### src/rtl/mips_mem_arbiter.sv
// mips_mem_arbiter: shares one memory bus between the instruction-fetch port
// and the data port of a MIPS core. It counts completed transactions per port
// and keeps a sticky flag for requester protocol violations.
`timescale 1ns/1ps
module mips_mem_arbiter #(
  parameter int ROUND_ROBIN = 1,
  parameter int CNT_W       = 16
) (
  input  logic             clk,
  input  logic             reset,
  input  logic             i_read,
  input  logic [31:0]      i_address,
  output logic [31:0]      i_readdata,
  output logic             i_waitrequest,
  input  logic             d_read,
  input  logic             d_write,
  input  logic [31:0]      d_address,
  input  logic [31:0]      d_writedata,
  input  logic [3:0]       d_byteenable,
  output logic [31:0]      d_readdata,
  output logic             d_waitrequest,
  output logic [31:0]      m_address,
  output logic             m_read,
  output logic             m_write,
  output logic [31:0]      m_writedata,
  output logic [3:0]       m_byteenable,
  input  logic [31:0]      m_readdata,
  input  logic             m_waitrequest,
  output logic [CNT_W-1:0] i_count,
  output logic [CNT_W-1:0] d_count,
  output logic             proto_err
);

  typedef enum logic [1:0] {
    IDLE    = 2'd0,
    GRANT_I = 2'd1,
    GRANT_D = 2'd2
  } state_e;

  localparam logic             LG_INSTR = 1'b0;
  localparam logic             LG_DATA  = 1'b1;
  localparam logic [CNT_W-1:0] CNT_ONE  = {{(CNT_W-1){1'b0}}, 1'b1};

  state_e           state_q, state_d;
  logic             last_grant_q, last_grant_d;
  logic [CNT_W-1:0] i_count_q, i_count_d;
  logic [CNT_W-1:0] d_count_q, d_count_d;
  logic             proto_err_q, proto_err_d;

  logic i_req_s, d_req_s;
  logic i_done_s, d_done_s;
  logic i_drop_s, d_drop_s;

  // Request, completion and withdrawal decode for both ports.
  always_comb begin
    i_req_s  = i_read;
    d_req_s  = d_read | d_write;
    i_done_s = (state_q == GRANT_I) & i_req_s & ~m_waitrequest;
    d_done_s = (state_q == GRANT_D) & d_req_s & ~m_waitrequest;
    i_drop_s = (state_q == GRANT_I) & ~i_req_s;
    d_drop_s = (state_q == GRANT_D) & ~d_req_s;
  end

  // State and last-grant registers; reset lands in IDLE with data marked last.
  always_ff @(posedge clk or negedge reset) begin
    if (!reset) begin
      state_q      <= IDLE;
      last_grant_q <= LG_DATA;
    end else begin
      state_q      <= state_d;
      last_grant_q <= last_grant_d;
    end
  end

  // Next-state: arbitrate from IDLE, hand over directly on completion when the
  // other port waits, fall back to IDLE on completion or withdrawal.
  always_comb begin
    state_d = state_q;
    case (state_q)
      IDLE: begin
        if (i_req_s && d_req_s) begin
          if (ROUND_ROBIN != 0) begin
            state_d = (last_grant_q == LG_DATA) ? GRANT_I : GRANT_D;
          end else begin
            state_d = GRANT_D;
          end
        end else if (i_req_s) begin
          state_d = GRANT_I;
        end else if (d_req_s) begin
          state_d = GRANT_D;
        end else begin
          state_d = IDLE;
        end
      end
      GRANT_I: begin
        if (!i_req_s) begin
          state_d = IDLE;
        end else if (!m_waitrequest) begin
          state_d = d_req_s ? GRANT_D : IDLE;
        end else begin
          state_d = GRANT_I;
        end
      end
      GRANT_D: begin
        if (!d_req_s) begin
          state_d = IDLE;
        end else if (!m_waitrequest) begin
          state_d = i_req_s ? GRANT_I : IDLE;
        end else begin
          state_d = GRANT_D;
        end
      end
      default: state_d = IDLE;
    endcase

    // Remember which port was most recently granted, on every grant entry.
    if ((state_d == GRANT_I) && (state_q != GRANT_I)) begin
      last_grant_d = LG_INSTR;
    end else if ((state_d == GRANT_D) && (state_q != GRANT_D)) begin
      last_grant_d = LG_DATA;
    end else begin
      last_grant_d = last_grant_q;
    end
  end

  // Output decode: memory command mux and per-port stalls, all combinational.
  always_comb begin
    m_address    = 32'h0000_0000;
    m_read       = 1'b0;
    m_write      = 1'b0;
    m_writedata  = 32'h0000_0000;
    m_byteenable = 4'b0000;
    case (state_q)
      GRANT_I: begin
        m_address    = i_address;
        m_read       = i_read;
        m_write      = 1'b0;
        m_writedata  = 32'h0000_0000;
        m_byteenable = 4'b1111;
      end
      GRANT_D: begin
        m_address    = d_address;
        m_read       = d_read & ~d_write;
        m_write      = d_write;
        m_writedata  = d_writedata;
        m_byteenable = d_byteenable;
      end
      default: begin
        m_read  = 1'b0;
        m_write = 1'b0;
      end
    endcase
    i_waitrequest = i_req_s & ~((state_q == GRANT_I) & ~m_waitrequest);
    d_waitrequest = d_req_s & ~((state_q == GRANT_D) & ~m_waitrequest);
    i_readdata    = m_readdata;
    d_readdata    = m_readdata;
  end

  // Next values for the completion counters and the sticky error flag.
  always_comb begin
    i_count_d   = i_done_s ? (i_count_q + CNT_ONE) : i_count_q;
    d_count_d   = d_done_s ? (d_count_q + CNT_ONE) : d_count_q;
    proto_err_d = proto_err_q | i_drop_s | d_drop_s | (d_read & d_write);
  end

  // Counter and error-flag registers.
  always_ff @(posedge clk or negedge reset) begin
    if (!reset) begin
      i_count_q   <= {CNT_W{1'b0}};
      d_count_q   <= {CNT_W{1'b0}};
      proto_err_q <= 1'b0;
    end else begin
      i_count_q   <= i_count_d;
      d_count_q   <= d_count_d;
      proto_err_q <= proto_err_d;
    end
  end

  assign i_count   = i_count_q;
  assign d_count   = d_count_q;
  assign proto_err = proto_err_q;

endmodule
### config.mk
export PLATFORM = sky130hd
export DESIGN_NAME = mips_mem_arbiter
export DESIGN_NICKNAME = d
export VERILOG_FILES = /design/src/rtl/mips_mem_arbiter.sv
export SDC_FILE = /design/constraint.sdc
export NUM_CORES = 1
export LEC_CHECK = 0
export ABC_AREA = 1
export ABC_CLOCK_PERIOD_IN_PS = 1300
export BUFFER_PORTS_ARGS = -buffer_cell sky130_fd_sc_hd__buf_2
export CORE_AREA = 2 2 118 120
export CTS_BUF_LIST = sky130_fd_sc_hd__clkbuf_4 sky130_fd_sc_hd__clkbuf_8
export DETAILED_ROUTE_END_ITERATION = 8
export DIE_AREA = 0 0 120 122
export HOLD_SLACK_MARGIN = 0.02
export PLACE_DENSITY = 0.63
export SYNTH_ARGS = -nofsm -noshare
export SYNTH_HDL_FRONTEND = slang
export SYNTH_SLANG_ARGS = --single-unit
### constraint.sdc
create_clock -name clk -period 1.3 [get_ports clk]
set_input_delay 0.13 -clock clk [delete_from_list [all_inputs] [get_ports clk]]
set_output_delay 0.13 -clock clk [all_outputs]
set_load 0.1 [all_outputs]
# [Word-level counts from Yosys, hierarchy flattened]
# Index checks and enable logic that the tools add are counted.
[word_totals] latchBits=0 ff_bits=36 memories=0 mem_bits_rw=0 mem_bits_ro=0
[classes] mux=17 magnitude_cmp=0 bitwise=22 reduce_logical=5 n_eq_ne=6 div=0 n_shift=0 mul=0 add_sub_neg=2
[ops] operator="$pmux 32 s2" count=1
[ops] operator="$add 16x1->16 const B" count=2
[ops] operator="$mux 32" count=1
[ops] operator="$mux 2" count=8
[ops] operator="$and 1x1->1" count=12
[ops] operator="$pmux 4 s2" count=1
[ops] operator="$not 1->1" count=6
[ops] operator="$pmux 2 s3" count=1
[ops] operator="$eq 2x1->1 const B" count=2
[ops] operator="$eq 2x2->1 const B" count=2
[ops] operator="$mux 1" count=4
[ops] operator="$or 1x1->1" count=4
[ops] operator="$logic_and 1x1->1" count=3
[ops] operator="$logic_not 2->1" count=1
[ops] operator="$ne 2x1->1 const B" count=1
[ops] operator="$ne 2x2->1 const B" count=1
[ops] operator="$pmux 1 s2" count=1
[ops] operator="$reduce_bool 2->1" count=1

# [Depth between registers and ports, before layout]
# Gate-level depths: netlist (run 1).
[depth] ltp_word=9 mapped_depth=10

# [Worst setup path after synthesis (run 1)]
# OpenSTA, ideal clock, no wires.
[synth_timing] path_type="flip-flop to output port" start="reg state_q[1]" end="out m_address[12]" path_slack_ns=-1.438 stages_incl_launch_ff=7 t_required_ns=1.170 arrival_time_ns=2.608 n_path_buf=2 cell_sequence="dfrtp_1 inv_1 ha_1 buf_2 clkbuf_1 nand2_1 a21oi_1"
[synth_between] elab_chain_len=2 elab_cells_between_ends=3 cone_classes="eq/ne: 2; mux: 1"
[synth_lines] item="start: declaration" line_no="44" text="state_e state_q, state_d;"
[synth_lines] item="start signal: assignment" line_no="70" text="state_q <= state_d;"
[synth_lines] item="$eq 2x2->1 or $eq 2x1->1 (tied branches)" line_no="133" text="case (state_q)"
[synth_lines] item="$pmux 32 s2 (*)" line_no="133"
[synth_lines] item="end: declaration" line_no="22" text="output logic [31:0] m_address,"
# Every way passes the cells marked *; elsewhere a longest branch is shown, timed or not.

# [Worst setup path in the final report (run 1)]
[layout_timing] start="reg state_q[0]" end="out m_address[21]"
# The elaborated chain is that of the path after synthesis.

==> results of run 1 <==
[what timing repair did]
action,in CTS,in global routing
setup buffers,17,9
endpoints found under the hold margin,35,0
pin swaps,32,23
hold buffers,1,0
setup endpoints to repair,109,110
gates cloned,5,3
gates resized for setup,129,39
[synth_stat cells, types with 3 or more instances]
master    count  area [um^2]
nand2_1     202          758
inv_1        68          255
buf_4        66          495
a21oi_1      39          195
dfrtp_1      35          876
nor2_1       34          128
o21ai_0      14         70.1
nand3_1      11         55.1
xor2_1       11         96.3
nand4_1       9         56.3
clkbuf_1      7         26.3
ha_1          6         75.1
xnor2_1       6         52.6
buf_2         5         25.0
nor2_2        4         25.0
buf_1         3         11.3
inv_2         3         11.3
nor2_4        3         33.8
[metrics by stage]
step	total power [mW]	util (%)	setup slack (ps)	cell area, um^2	std cells
final	21.7	58.5	-571	7900	921
after global routing	22.5	58.5	-625	7900	921
after CTS	21.2	56.5	-573	7630	913
after detailed placement	18.6	50.6	-368	6840	882
after global placement	18.5	50.6	-315	6840	882
after floorplan	13.8	-	-385	4400	542
[worst max-delay path, delay by kind of cell (launching register included)]
kind | cells | cell delay, ps
compound gates | 1 | 140
fa+ha+maj | 1 | 280
buf+inv | 5 | 620
flops | 1 | 410
[registers in the layout (all words and copies together), names as in the netlist]
register and flops:
d_count 16, i_count 16, last_grant_q 1, proto_err 1, state_q 2
[worst max-delay path by stage]
stage                                    start                  endpoint  slack, ps
after floorplan           state_q[0]$_DFF_PN0_             m_address[10]       -380
after global placement    state_q[1]$_DFF_PN0_  last_grant_q$_DFFE_PN1P_       -320
after detailed placement  state_q[1]$_DFF_PN0_  last_grant_q$_DFFE_PN1P_       -370
after CTS                 state_q[0]$_DFF_PN0_             m_address[17]       -570
after global routing      state_q[1]$_DFF_PN0_             m_address[14]       -620
final                     state_q[0]$_DFF_PN0_             m_address[21]       -570
[layer usage]
| metal | vias to the layer above | wire, um |
|---|---|---|
| li1 | 1983 | - |
| met1 | 1843 | 5050 |
| met2 | 158 | 7470 |
| met3 | 45 | 986 |
| met4 | 4 | 354 |
| met5 | - | 35 |
[final cells by class]
class	instances	area, um^2
Fill cell	1098	5610
Inverter	71	407
Sequential cell	36	1010
Multi-Input combinational cell	354	2760
Clock buffer	6	76.3
Tap cell	180	225
Clock inverter	2	35.0
Timing Repair Buffer	272	3370
[power groups by stage]
stage,Clock (mW),Sequential [mW],Combinational [mW]
floorplan,0,3.72,10.1
global placement,0,2.20,16.3
detailed placement,0,2.21,16.4
CTS,1.05,2.20,18.0
global route,1.10,2.27,19.1
finish,1.04,2.21,18.5
[logic make-up after synthesis]
group / share of synthesized area [%]
and+or+nand+nor: 34.6
buffers and inverters: 24.1
AOI/OAI and AO/OA: 8.51
DFF: 26.3
xor gates and xnor gates: 4.35
adders and majority gates: 2.19
[cell usage in the layout (no fill, tap or decap), types with 11 or more instances in the layout]
cell and n:
a21oi_4 38, buf_12 108, buf_2 108, buf_4 17, buf_6 27, clkinvlp_4 34
dfrtp_4 29, inv_1 28, nand2_1 127, nand2_2 38, nand2_4 39, nor2_1 20
nor2_4 11
==> flow_metrics.tcl, run 1 <==
set metrics [dict create \
    nets 884 \
    holdPathEnd "proto_err$_DFF_PN0_" \
    initial_core_util_pct 25.4 \
    syn_area_per_cell_um2 6.32 \
    first_global_vias 4173 \
    drive_above_1_share_pct 69.8 \
    max_stage_delay_ps 410 \
    antenna_left 0 \
    htree_num_levels 2 \
    grt_use_met2_pct 32.2 \
    tightest_slew_ps 491 \
    yosysSeqAreaShare_pct 26.3 \
    crit_top_cell "buf_12" \
    insertion_delay_ps 300 \
    holdPathStages 3 \
    worstSetupPathType "flip-flop to output pin" \
    hold_slack_ps 176 \
    crit_required_ps 1170 \
    clock_power_share_pct 4.8 \
    fp.dieArea_mm2 0.0146 \
    rows 43 \
    grt.overflow.total 0 \
    min_from "d_read" \
    setup_violations 108 \
    vdd_drop_max_mv 1.54 \
    route.detailed.drc 0 \
    core_mm2 0.0135 \
    busiest_layer "met2" \
    min_path_type "input port to flip-flop" \
    cts_tree "built" \
    hold_viol_final 0 \
    skew_ps 15.7 \
    port_buffers 210 \
    via_count 4033 \
    arrival_ps 1740 \
    ys_ff_latch 36 \
    timing.final.max_slew_violations 0 \
    synth_ff_type "dfrtp_1" \
    drt_iter0_markers 109 \
    cp_max_fo 9 \
    grt_max_degree 37 \
    powerDensity_mw_per_mm2 2750 \
    clock_tree.root_cell "clkbuf_8" \
    die_y_um 122 \
    p_seq_share_pct 10.2 \
    antenna_found_initial 2 \
    dp_hpwl_um 10300 \
    netlist_instances 542 \
    syn_nets 686 \
    die_w_um 120 \
    ys_async_sr_fraction_pct 100 \
    fmax_mhz 534 \
    drt-pass1-iter-count 4 \
    area_delta_synth_final_pct 130 \
    wire_per_inst_um 15.1 \
    critPathSlowestCell "dfrtp_1" \
    outcome "complete, but fails checks" \
    use_met1_pct 20.0 \
    regToRegStartpoint "state_q[0]$_DFF_PN0_" \
    ys_types 30 \
    boundaryPins 307 \
    r2r-end "d_count[8]$_DFFE_PN0P_" \
    switching_power_mw 12.6 \
    crit_chain "inv_2 -> buf_6 -> ha_4 -> inv_8 -> buf_12 -> a21oi_4 -> buf_12" \
    grt_setup_unrepaired "yes" \
    synth_warnings 0 \
    critPathLaunchType "flip-flop" \
    slew_headroom_pct 67.5 \
    grt_util_met3_pct 4.31 \
    cp-end-kind "output pin" \
    routed_via_density 4.38 \
    wirelength_um 13900 \
    rr_worst_depth 10 \
    cts_sinks 36 \
    synth-edff-count 0 \
    cts.path.max_buffers 2 \
    finalCritPeriodShare_pct 144 \
    num_antenna_cells 0 \
    numCtsBuffers 5 \
    failed_checks "negative setup slack" \
    p_int_mw 9.12 \
    grt_usage_pct 17.8 \
    power.leakage_nw 3.36 \
    fin_ws_ps -571 \
    path_clk_slew_ps 80 \
    sw_frac_of_total_pct 58.1 \
    syn-cell-area_mm2 0.00343 \
    comb_power_share_pct 85.1 \
    layout_min_cycle_time_ps 1870 \
    grt_pass1_wl_um 20900 \
    fin_tns_setup_ps -46430 \
    maxCapViolCount 0 \
    r2r_slack_ps -420 \
    gp_congestion 0.772 \
]
Note: power is estimated with default switching activity, not from simulation.
==> run 2: changes to the inputs <==
Settings changed: SETUP_SLACK_MARGIN set to 0.5.
==> run 2 against run 1 <==
The flow still finishes with violations (negative setup slack). Register-to-register slack got worse by 30 ps. Cell area fell by 2.5%. Clock power down 19%. Non-clock buffer count rose by 9. Critical path depth is 1 lower. Global-route usage shrank 1.1 points. Maximum frequency rose by 2.1%. Count of clock-buffer cells in the layout fell by 1. Sequential share of layout area increased by 0.33 points. Core utilization fell by 1.5 points. Critical path type unchanged. Critical endpoint is now m_address[28]. Largest cell class unchanged.
==> flow_metrics.tcl, run 2 (synthesis results as in run 1) <==
set metrics [dict create \
    finalCritPeriodShare_pct 141 \
    cts.path.max_buffers 2 \
    boundaryPins 307 \
    path_clk_slew_ps 80 \
    dp_slack_ps -349 \
    r2r_slack_ps -450 \
    fmax_mhz 546 \
    maxCapViolCount 0 \
    core_mm2 0.0135 \
    clock_tree.root_cell "clkbuf_8" \
    wl_met1_um 5160 \
    via_count 4056 \
    met3_length_um 839 \
    die_y_um 122 \
    first_global_vias 3895 \
    min_path_type "input port to flip-flop" \
    rows 43 \
    fillers 1151 \
    htree_num_levels 2 \
    layout_min_cycle_time_ps 1830 \
    met2WireLength_um 6870 \
    wire_per_inst_um 14.0 \
    wirelength_um 13000 \
    grt.overflow.total 0 \
    cp_max_fo 17 \
    r2r-end "d_count[8]$_DFFE_PN0P_" \
    timing.final.max_slew_violations 0 \
    tightest_slew_ps 368 \
    layout_common_cells "nand2_1 (158), buf_12 (110), buf_2 (105), buf_4 (42), a21oi_4 (38)" \
    fin_tns_setup_ps -44010 \
    skew_ps 21.3 \
    area_delta_synth_final_pct 125 \
    route.detailed.drc 0 \
    port_buffers 210 \
    antenna_found_initial 0 \
    dp_hpwl_um 9770 \
    routed_via_density 4.36 \
    failed_checks "negative setup slack" \
    outcome "complete, but fails checks" \
    fp.dieArea_mm2 0.0146 \
    crit_required_ps 1170 \
    final_cell_area_mm2 0.00769 \
    cts_sinks 36 \
    min_from "d_write" \
    regToRegStartpoint "state_q[0]$_DFF_PN0_" \
    hold_viol_final 0 \
    power.leakage_nw 3.19 \
    drt-pass1-iter-count 4 \
    rr_worst_depth 11 \
    dr.max_layer_used "met4" \
    slew_headroom_pct 75.4 \
    fin_ws_ps -532 \
    gp_congestion 0.802 \
    worstSetupPathType "flip-flop to output pin" \
    grt_usage_pct 16.6 \
    setup_violations 108 \
    antenna_left 0 \
    final_common_cell "nand2_1" \
    powerDensity_mw_per_mm2 2750 \
    grt_max_degree 37 \
    vdd_drop_max_mv 1.13 \
    initial_core_util_pct 25.4 \
    critPathLaunchType "flip-flop" \
    nets 893 \
    drt_iter0_markers 175 \
    cts_tree "built" \
    cp-end-kind "output pin" \
    insertion_delay_ps 300 \
    die_w_um 120 \
    numCtsBuffers 5 \
    holdPathEnd "proto_err$_DFF_PN0_" \
    drive_above_1_share_pct 65.9 \
    num_antenna_cells 0 \
    holdPathStages 3 \
    grt_pass1_wl_um 19700 \
    arrival_ps 1700 \
    grt_setup_unrepaired "yes" \
    placed_cell_area_mm2 0.00686 \
    power_mw 21.1 \
]
## run 2: cell types whose count changed in the layout (fill, tap and decap cells not counted), sizes merged
cell / previous run / this run
inv: 37 / 38
bufinv: 1 / 0
clkinvlp: 34 / 35
buf: 266 / 279
clkbuf: 11 / 6
## run 2: layer usage
| layer | vias to the layer above | global-route usage [%] |
|---|---|---|
| met2 | 121 | 28.7 |
| met1 | 1915 | 21.2 |
| li1 | 2003 | - |
| met5 | - | 0 |
| met4 | 0 | 3.46 |
| met3 | 17 | 3.79 |
## run 2: final cells by class
| type | count | area, um^2 | share of cell area (%) |
|---|---|---|---|
| sequential | 36 | 1010 | 13.2 |
| inverter | 71 | 407 | 5.28 |
| clock inverter | 3 | 21.3 | 0.276 |
| multi-input combinational | 354 | 2510 | 32.6 |
| clock buffer | 5 | 68.8 | 0.894 |
| tap | 180 | 225 | 2.93 |
| timing repair buffer | 281 | 3450 | 44.8 |
## run 2: how the worst max path moves through the flow
| stage | to | start | depth (start not counted) | slack [ps] |
|---|---|---|---|---|
| after CTS | m_writedata[1] | state_q[1]$_DFF_PN0_ | 7 | -530 |
| after detailed placement | i_count[7]$_DFFE_PN0P_ | state_q[1]$_DFF_PN0_ | 8 | -350 |
| final | m_address[28] | state_q[0]$_DFF_PN0_ | 6 | -530 |
| after global placement | i_count[7]$_DFFE_PN0P_ | state_q[1]$_DFF_PN0_ | 8 | -290 |
| after floorplan | m_address[10] | state_q[0]$_DFF_PN0_ | 6 | -380 |
| after global routing | m_address[8] | state_q[0]$_DFF_PN0_ | 6 | -600 |
## run 2: stage by stage
stage | cells | hold WS, ps | util (%)
finish | 930 | 141 | 57.0
global route | 930 | 147 | 57.0
CTS | 922 | 141 | 56.1
detailed placement | 879 | 116 | 50.8
global placement | 879 | 115 | 50.8
floorplan | 542 | -166 | -
## run 2: timing repair
| item | 4_1_cts | 5_1_grt |
|---|---|---|
| hold buffers | 1 | 0 |
| gates resized for setup | 70 | 14 |
| endpoints found under the setup margin | 141 | 141 |
| pin swaps | 7 | 10 |
| endpoints found under the hold margin | 35 | 0 |
| setup buffers | 27 | 7 |
| cloned | 7 | 1 |
## run 2: where the power goes
group,switching [mW],internal [mW],total (mW)
clock,0.464,0.381,0.845
sequential,0.655,1.57,2.22
combinational,11.3,6.79,18.1
## run 2: worst max-delay path, cell delays in order (launching register included)
cell	delay, ps
dfrtp_1	410
inv_2	110
ha_4	230
buf_12	170
nand2_1	110
a21oi_4	200
buf_12	190
==> run 3: changes to the inputs <==
Settings changed: ABC_AREA 1 to not set, CORE_AREA 2 2 118 120 to 2 2 120 122, DIE_AREA 0 0 120 122 to 0 0 122 124, PLACE_DENSITY 0.63 to 0.57.
==> run 3 against run 2 <==
Count of clock-buffer cells in the layout did not move. The run still ends with negative setup slack left. Critical path type unchanged. Total power decreased by 11%. Critical path depth unchanged.
==> flow_metrics.tcl, run 3 <==
set metrics [dict create \
    outcome "complete, but fails checks" \
    failed_checks "negative setup slack" \
    die_y_um 124 \
    grt_setup_unrepaired "yes" \
    tightest_slew_ps 386 \
    ys_types 35 \
    vdd_drop_max_mv 1.58 \
    fin_ws_ps -589 \
    route.detailed.drc 0 \
    core_mm2 0.0137 \
    grt_usage_pct 17.0 \
    num_antenna_cells 0 \
    rr_worst_depth 8 \
    ys_top_cells_by_count "buf_4 (65), nor2b_1 (37), dfrtp_1 (35), and2_1 (33), a22oi_1 (32)" \
    hold_slack_ps 115 \
    drt-pass1-iter-count 6 \
    gp_congestion 0.815 \
    drt_iter0_markers 113 \
    slew_headroom_pct 74.0 \
    r2r_slack_ps -420 \
    clock_tree.root_cell "clkbuf_8" \
    skew_ps 9.69 \
    layout_common_cells "buf_12 (111), buf_2 (104), buf_4 (49), nor2b_4 (37), and2_4 (31)" \
    antenna_left 0 \
    yosysSeqAreaShare_pct 30.4 \
    grt_pass1_wl_um 19500 \
    cts_tree "built" \
    synth-edff-count 0 \
    final_util_pct 51.7 \
    synth_largest_area_cell "dfrtp_1" \
    fin_tns_setup_ps -49300 \
    syn_nets 488 \
    crit_required_ps 1170 \
    antenna_found_initial 0 \
    synth_ff_type "dfrtp_1" \
    yosysMostFrequentCell "buf_4" \
    power.leakage_nw 3.16 \
    die_w_um 122 \
    wire_per_inst_um 19.0 \
    worstSetupPathType "flip-flop to output pin" \
    numCtsBuffers 5 \
    final_common_cell "buf_12" \
    dp_slack_ps -360 \
    min_path_type "input port to flip-flop" \
    arrival_ps 1760 \
    first_global_vias 3441 \
    maxCapViolCount 0 \
    nets 710 \
    insertion_delay_ps 290 \
    cts_sinks 36 \
    wirelength_um 14200 \
    cp_max_fo 27 \
    r2r-end "last_grant_q$_DFFE_PN1P_" \
    syn_area_per_cell_um2 8.62 \
    fp.dieArea_mm2 0.0151 \
    routed_via_density 4.39 \
    port_buffers 210 \
    grt.overflow.total 0 \
    cts.path.max_buffers 2 \
    dp_cells 698 \
    powerDensity_mw_per_mm2 2640 \
    synthTopCellsByArea "dfrtp_1 (30%), buf_4 (16%), a22oi_1 (8.1%)" \
    netlist_instances 344 \
    cp-end-kind "output pin" \
    htree_num_levels 2 \
    crit_chain "buf_4 -> ha_4 -> buf_12 -> a22oi_1 -> nor2b_4 -> buf_12" \
    fillers 1164 \
    rows 43 \
    critPathLaunchType "flip-flop" \
    synth.top_cell.area_share_pct 29.5 \
    layout_min_cycle_time_ps 1890 \
    instances_no_fill 747 \
    finalCritPeriodShare_pct 145 \
    grt_max_degree 34 \
    initial_core_util_pct 21.6 \
    regToRegStartpoint "state_q[1]$_DFF_PN0_" \
    timing.final.max_slew_violations 0 \
    holdPathEnd "proto_err$_DFF_PN0_" \
    area_delta_synth_final_pct 139 \
    ys_ff_latch 36 \
    setup_violations 107 \
    max_stage_delay_ps 410 \
    min_from "d_read" \
    fmax_mhz 529 \
    holdPathStages 3 \
    drive_above_1_share_pct 82.4 \
    syn-cell-area_mm2 0.00297 \
    dp_hpwl_um 11300 \
    path_clk_slew_ps 80 \
    ys_async_sr_fraction_pct 100 \
    synth_warnings 0 \
    via_count 3279 \
    boundaryPins 307 \
    crit_top_cell "buf_12" \
    hold_viol_final 0 \
    critPathSlowestCell "dfrtp_1" \
]
==> run 3: how the worst max path moves through the flow <==
stage	depth (start not counted)	slack [ps]	to	from
after floorplan	6	-430	m_read	state_q[0]$_DFF_PN0_
after global placement	6	-320	m_address[26]	state_q[1]$_DFF_PN0_
after detailed placement	6	-360	i_count[7]$_DFFE_PN0P_	state_q[1]$_DFF_PN0_
after CTS	6	-600	m_address[26]	state_q[1]$_DFF_PN0_
after global routing	6	-660	m_address[16]	state_q[1]$_DFF_PN0_
final	6	-590	m_address[0]	state_q[1]$_DFF_PN0_
==> run 3: kinds of logic (layout without fill, tap and decap cells) <==
logic type	Yosys count	after routing	share of synthesized area (%)
buffers and inverters	89	312	19.5
AND/OR/NAND/NOR	136	136	26.9
adder cells (fa/ha/maj)	6	6	2.53
AO/OA/AOI/OAI	46	46	11.4
multiplexers	1	1	0.380
XOR/XNOR	30	30	8.86
flip-flops	36	36	30.4
==> run 3: layout make-up <==
type	instances	area, um^2	area share, %
sequential	36	1010	14.2
timing repair buffer	295	3500	49.3
inverter	9	33.8	0.476
clock buffer	5	68.8	0.970
tap	180	225	3.17
multi-input combinational	219	2210	31.2
clock inverter	3	42.5	0.600
==> run 3: power by group <==
group | switching (mW) | total (mW) | internal, mW | leakage [nW]
clock network | 0.417 | 0.985 | 0.567 | 0.0541
registers | 0.195 | 1.54 | 1.35 | 0.421
logic | 9.31 | 16.2 | 6.91 | 2.68
total | 9.92 | 18.7 | 8.82 | 3.16
==> run 3: worst max-delay path: cells and delay by family, from the launching register on <==
| kind | cells | cell delay (ps) |
|---|---|---|
| compound gates | 1 | 290 |
| fa+ha+maj | 1 | 180 |
| buf+inv | 3 | 490 |
| flops | 1 | 410 |
| simple gates | 1 | 80 |
==> run 3: metal layers <==
metal / vias up / track usage (%) / wire [um]
li1: 1535 / - / -
met1: 1560 / 19.1 / 5140
met2: 169 / 32.1 / 7900
met3: 15 / 4.35 / 990
met4: 0 / 3.45 / 144
met5: - / 0 / 0
==> run 3: stage by stage <==
stage | area [um^2] | power (mW)
after floorplan | 3720 | 12.2
after global placement | 6110 | 16.2
after detailed placement | 6110 | 16.4
after CTS | 6830 | 18.0
after global routing | 7100 | 19.4
final | 7100 | 18.7
==> run 3: what timing repair did <==
action	CTS	global route
setup buffers	29	7
pin swaps	8	5
hold buffers	1	0
gates resized for setup	93	25
endpoints found under the hold margin	35	0
endpoints found under the setup margin	141	142
cloned	0	4
